===== src/rtl/hazard_ctrl_pkg.sv =====
// Shared pipeline types for the hazard unit: register indices, forward selects
// and the "real register" match helper used by every comparison.
package hazard_ctrl_pkg;

  typedef logic [4:0] reg_idx_t;
  typedef logic [1:0] fwd_sel_t;

  localparam fwd_sel_t FWD_RF  = 2'b00;
  localparam fwd_sel_t FWD_WB  = 2'b01;
  localparam fwd_sel_t FWD_MEM = 2'b10;

  // $zero is hardwired, so writes to it are never a real dependency.
  function automatic logic idx_match(input reg_idx_t a, input reg_idx_t b);
    return (a != 5'd0) && (a == b);
  endfunction

endpackage


===== src/rtl/hazard_perf.sv =====
// Debug counters beside the hazard unit: saturating stall/flush counts and a
// sticky watchdog that flags MAX_STALL consecutive stalled cycles.
module hazard_perf #(
  parameter int CNT_W     = 32,
  parameter int MAX_STALL = 8
) (
  input  logic             clk,
  input  logic             reset,
  input  logic             perf_clr,
  input  logic             stall,
  input  logic             flush,
  output logic [CNT_W-1:0] stall_cnt,
  output logic [CNT_W-1:0] flush_cnt,
  output logic             hang_err
);

  localparam logic [CNT_W-1:0] CNT_MAX     = '1;
  localparam logic [7:0]       STREAK_MAX  = 8'(MAX_STALL);
  localparam logic [7:0]       STREAK_LAST = 8'(MAX_STALL - 1);

  logic [7:0] streak;

  always_ff @(posedge clk or posedge reset) begin
    if (reset) begin
      stall_cnt <= '0;
      flush_cnt <= '0;
      streak    <= '0;
      hang_err  <= 1'b0;
    end else if (perf_clr) begin
      stall_cnt <= '0;
      flush_cnt <= '0;
      streak    <= '0;
      hang_err  <= 1'b0;
    end else begin
      if (stall && (stall_cnt != CNT_MAX)) stall_cnt <= stall_cnt + 1'b1;
      if (flush && (flush_cnt != CNT_MAX)) flush_cnt <= flush_cnt + 1'b1;
      // Any unstalled cycle breaks the streak; only unbroken runs count.
      if (!stall)                     streak <= '0;
      else if (streak != STREAK_MAX)  streak <= streak + 1'b1;
      if (stall && (streak == STREAK_LAST)) hang_err <= 1'b1;
    end
  end

endmodule


===== src/rtl/hazard_ctrl.sv =====
// Hazard and forwarding controller for the 5-stage MIPS pipeline, with the
// debug counter/watchdog block attached to the final stall and flush signals.
module hazard_ctrl
  import hazard_ctrl_pkg::*;
#(
  parameter int CNT_W     = 32,
  parameter int MAX_STALL = 8
) (
  input  logic             clk,
  input  logic             reset,
  input  logic [4:0]       RsD,
  input  logic [4:0]       RtD,
  input  logic [4:0]       RsE,
  input  logic [4:0]       RtE,
  input  logic [4:0]       WriteRegE,
  input  logic [4:0]       WriteRegM,
  input  logic [4:0]       WriteRegW,
  input  logic             RegWriteE,
  input  logic             RegWriteM,
  input  logic             RegWriteW,
  input  logic             MemtoRegE,
  input  logic             MemtoRegM,
  input  logic             BranchD,
  input  logic             PCSrcD,
  input  logic             perf_clr,
  output logic             StallF,
  output logic             StallD,
  output logic             FlushD,
  output logic             FlushE,
  output logic [1:0]       ForwardAE,
  output logic [1:0]       ForwardBE,
  output logic             ForwardAD,
  output logic             ForwardBD,
  output logic [CNT_W-1:0] stall_cnt,
  output logic [CNT_W-1:0] flush_cnt,
  output logic             hang_err
);

  logic     lwstall, brstall, stall;
  fwd_sel_t fwd_a, fwd_b;

  // Memory stage wins over writeback: it holds the more recent value.
  function automatic fwd_sel_t fwd_sel(input reg_idx_t src);
    if (RegWriteM && idx_match(src, WriteRegM))      return FWD_MEM;
    else if (RegWriteW && idx_match(src, WriteRegW)) return FWD_WB;
    else                                             return FWD_RF;
  endfunction

  always_comb begin
    fwd_a   = fwd_sel(RsE);
    fwd_b   = fwd_sel(RtE);
    lwstall = MemtoRegE && (idx_match(RtE, RsD) || idx_match(RtE, RtD));
    brstall = BranchD &&
              ((RegWriteE && (idx_match(WriteRegE, RsD) || idx_match(WriteRegE, RtD))) ||
               (MemtoRegM && (idx_match(WriteRegM, RsD) || idx_match(WriteRegM, RtD))));
    stall   = lwstall || brstall;
  end

  // While in reset the D->E register is held clear and nothing stalls.
  always_comb begin
    StallF    = 1'b0;
    StallD    = 1'b0;
    FlushD    = 1'b0;
    FlushE    = 1'b1;
    ForwardAE = FWD_RF;
    ForwardBE = FWD_RF;
    ForwardAD = 1'b0;
    ForwardBD = 1'b0;
    if (!reset) begin
      StallF    = stall;
      StallD    = stall;
      FlushE    = stall;
      FlushD    = PCSrcD && !stall;
      ForwardAE = fwd_a;
      ForwardBE = fwd_b;
      ForwardAD = RegWriteM && idx_match(RsD, WriteRegM);
      ForwardBD = RegWriteM && idx_match(RtD, WriteRegM);
    end
  end

  hazard_perf #(
    .CNT_W     (CNT_W),
    .MAX_STALL (MAX_STALL)
  ) u_perf (
    .clk       (clk),
    .reset     (reset),
    .perf_clr  (perf_clr),
    .stall     (StallD),
    .flush     (FlushE),
    .stall_cnt (stall_cnt),
    .flush_cnt (flush_cnt),
    .hang_err  (hang_err)
  );

endmodule


===== config.mk =====
export PLATFORM = sky130hd
export DESIGN_NAME = hazard_ctrl
export DESIGN_NICKNAME = d
export VERILOG_FILES = /design/src/rtl/hazard_ctrl_pkg.sv /design/src/rtl/hazard_perf.sv /design/src/rtl/hazard_ctrl.sv
export SDC_FILE = /design/constraint.sdc
export NUM_CORES = 1
export LEC_CHECK = 0
export ABC_AREA = 1
export ABC_CLOCK_PERIOD_IN_PS = 4900
export BUFFER_PORTS_ARGS = -buffer_cell sky130_fd_sc_hd__buf_2
export CORE_MARGIN = 5
export CORE_UTILIZATION = 45
export DETAILED_ROUTE_END_ITERATION = 10
export PLACE_DENSITY = 0.68
export REMOVE_ABC_BUFFERS = 1
export SYNTH_ARGS = -nofsm -noshare
export SYNTH_HDL_FRONTEND = slang
export SYNTH_SLANG_ARGS = --single-unit
export TNS_END_PERCENT = 30

===== constraint.sdc =====
create_clock -name clk -period 4.9 [get_ports clk]
set_input_delay 0.98 -clock clk [delete_from_list [all_inputs] [get_ports clk]]
set_output_delay 0.98 -clock clk [all_outputs]
set_load 0.05 [all_outputs]

==> run metrics <==
FF+latch count, synth=73; maximum vdd drop=0.132 mV; largest net degree at the start of global routing=79; CP max FO=18; Routed WL=15,000 um; sequential fraction of the synthesis area=31.4%; synthesized area=0.00582 mm^2; CTS tree=built; Synth warnings=0; # resized after CTS=0; ANT nets after route=0; final global-route overflow total=0; vias in the first global route=5,316; maxcap violations=0; Hold Vio Cnt, Final=0; Crit. Startpoint=WriteRegM[2]; Pleak=3.70 nW; total CTS buffers=9; Hold WS=0.485 ns; number of fill cells in the layout=1,329; minimum clock period=3.53 ns; post-synth cell types=37; reg-to-reg startpoint=u_perf.stall_cnt[0]; Final Cell Area=0.00678 mm^2; Post-CTS Setup Repair Bufs=0; Remaining DRCs=0; final core area utilization=53.5%; synthesized area per cell=6.61 um^2; initial antenna violation count=0; WS Path Type=primary input to output pin; Clock Sinks=73; RSZ-0062 raised after global routing=no; placed instance area=0.00645 mm^2; initial core utilization=45.9%; hold bufs inserted after CTS=0; clock tree buffer depth=2; Multi-input gate area=0.00339 mm^2; Synth area leaders=dfrtp_1 31%, nand2_1 17%, nand3_1 8.6%; Die X=124 um; Pwr per Cell Area=227 mW/mm^2; Crit. End Element=output pin; Worst EP required=3.92 ns; Placement Setup Slack=1.32 ns; Via Count=5,766; initial DRC count=372; antenna diode count=0; io pins=120; cells after synthesis=880; period utilization=72.1%; worst hold path class=register to register; layout cell share with drive strength beyond 1=17.5%; achievable frequency=0.283 GHz; Setup violations, final=0; Least-Margin Pin Slew=0.741 ns; Die Ht=124 um; GP Congestion=0.897; layout overhead on the synthesized area=16.6%; Skew-Pair Late Insertion Delay=0.34 ns; Worst Setup Start Kind=primary input; final setup slack of the worst path=1.37 ns; nets=1,027; root buf cell=clkbuf_16; Clock Skew=0.00539 ns; area of the core=0.0127 mm^2; overall routing resource usage=20.2%; Wirelength per Cell=13.0 um; Pins Over Slew Limit=0; top cell type's share of synthesized area=31.4%; port bufs=119; # rows=41; Rel. slew slack=50.6%; full die area=0.0153 mm^2; clk slew on worst S/H paths=0.06 ns; crit path DAT=2.55 ns; routed vias/inst=4.99; first-pass GRT wire length=25,400 um; Reg area=0.00183 mm^2; leading area contributor after synthesis=dfrtp_1; outcome=finished, final reports clean; HPWL Detailed=11,100 um; drt first pass iters=5; number of H-tree levels=3; Min-Delay Startpoint=u_perf.hang_err; Final TNS setup=0 ns
==> power breakdown <==
| group | internal [W] | switching, W |
|---|---|---|
| logic | 0.0000542 | 0.000141 |
| clock network | 0.000461 | 0.000267 |
| registers | 0.000608 | 0.00000666 |
==> metrics by stage <==
step | total power, W | std cells
5_1_grt | 0.00161 | 1155
4_1_cts | 0.00156 | 1155
2_1_floorplan | 0.000747 | 844
6_report | 0.00154 | 1155
3_5_place_dp | 0.000823 | 1139
3_3_place_gp | 0.000823 | 1139
==> sequential cells by signal, indices dropped and copies added (netlist names) <==
register,flops
u_perf.hang_err,1
u_perf.flush_cnt,32
u_perf.streak,8
u_perf.stall_cnt,32
==> cell families (layout without fill, tap and decap cells) <==
group / after synthesis / in the layout / share of synthesized area [%]
and+or+nand+nor: 565 / 565 / 44.0
buffers and inverters: 142 / 245 / 10.4
xor gates and xnor gates: 73 / 73 / 11.0
DFF: 73 / 73 / 31.4
AOI/OAI and AO/OA: 23 / 23 / 2.37
adders and majority gates: 4 / 4 / 0.860
==> routing by layer <==
metal / GRT usage [%] / part of all wire (%) / wire, um
met1: 28.3 / 48 / 7190
met2: 32.6 / 46 / 6900
met3: 3.45 / 4.6 / 691
met4: 4.71 / 1.5 / 225
met5: 0 / 0 / 0
==> layout by cell type (no fill, tap or decap), types with 2 or more instances in the layout <==
cell and n:
nand3_1 100, nor4_1 3, nor2_2 6, xnor2_1 25, a21o_1 2, bufinv_16 2
nor2_4 3, clkbuf_16 9, inv_1 97, clkinv_2 2, dfrtp_1 73, xor2_1 48
o22ai_1 4, nand4_1 45, buf_4 4, nand2_1 265, o21ai_0 3, nor2_1 91
ha_1 4, nor3_2 3, nand3_2 2, buf_2 119, nand4_4 2, nor3b_1 5
inv_2 8, nand2_2 6, nor3_1 29, a21oi_1 10
==> critical path, cell delays in order <==
cell and delay [ns]:
buf_2 0.15, nor3_1 0.18, nand3_1 0.12, nand2_1 0.07, inv_1 0.04, nand2_1 0.05
nand2_1 0.07, nand2_2 0.08, nand3_2 0.34, nor2_1 0.19, buf_2 0.28
==> area by class of cell <==
cell class                 count  share of cell area (%)
sequential                    73                    26.9
clock inverter                 6                    1.33
inverter                     106                    5.89
timing repair buffer         123                    9.23
clock buffer                  10                    3.52
multi-input combinational    665                    49.9
tap                          172                    3.17
==> cells in the mapped netlist <==
master     number
nor2_4          3
nor4_1          3
xnor2_1        25
buf_1           5
nand3_1       100
clkbuf_1       12
nand4_1        45
nand4_4         2
xor2_1         48
dfrtp_1        73
nor2_2          6
o22ai_1         4
a211oi_1        1
or2_2           1
o211ai_1        1
buf_6           6
nor3b_1         5
nor3_2          3
nand2_1       265
and2_1          1
o2111ai_1       1
a21oi_1        10
o21ai_0         3
and3_1          1
a21o_1          2
ha_1            4
inv_2           8
nor3_1         29
nor2_1         91
buf_2           9
inv_1          98
buf_4           4
nand3b_1        1
a221oi_1        1
nand2_4         1
nand2_2         6
nand3_2         2
==> worst paths after layout <==
check                                             to  slack [ns]  depth (start not counted)
min in group asynchronous        u_perf.flush_cnt[2]        0.66                          2
worst max-delay path                          FlushD        1.37                         11
worst min register to register       u_perf.hang_err        0.48                          2
worst max register to register   u_perf.stall_cnt[8]        2.11                         13
max in group asynchronous       u_perf.stall_cnt[18]        3.20                          3
worst min-delay path                 u_perf.hang_err        0.48                          2
No activity file was read; power rests on OpenSTA's default activity.
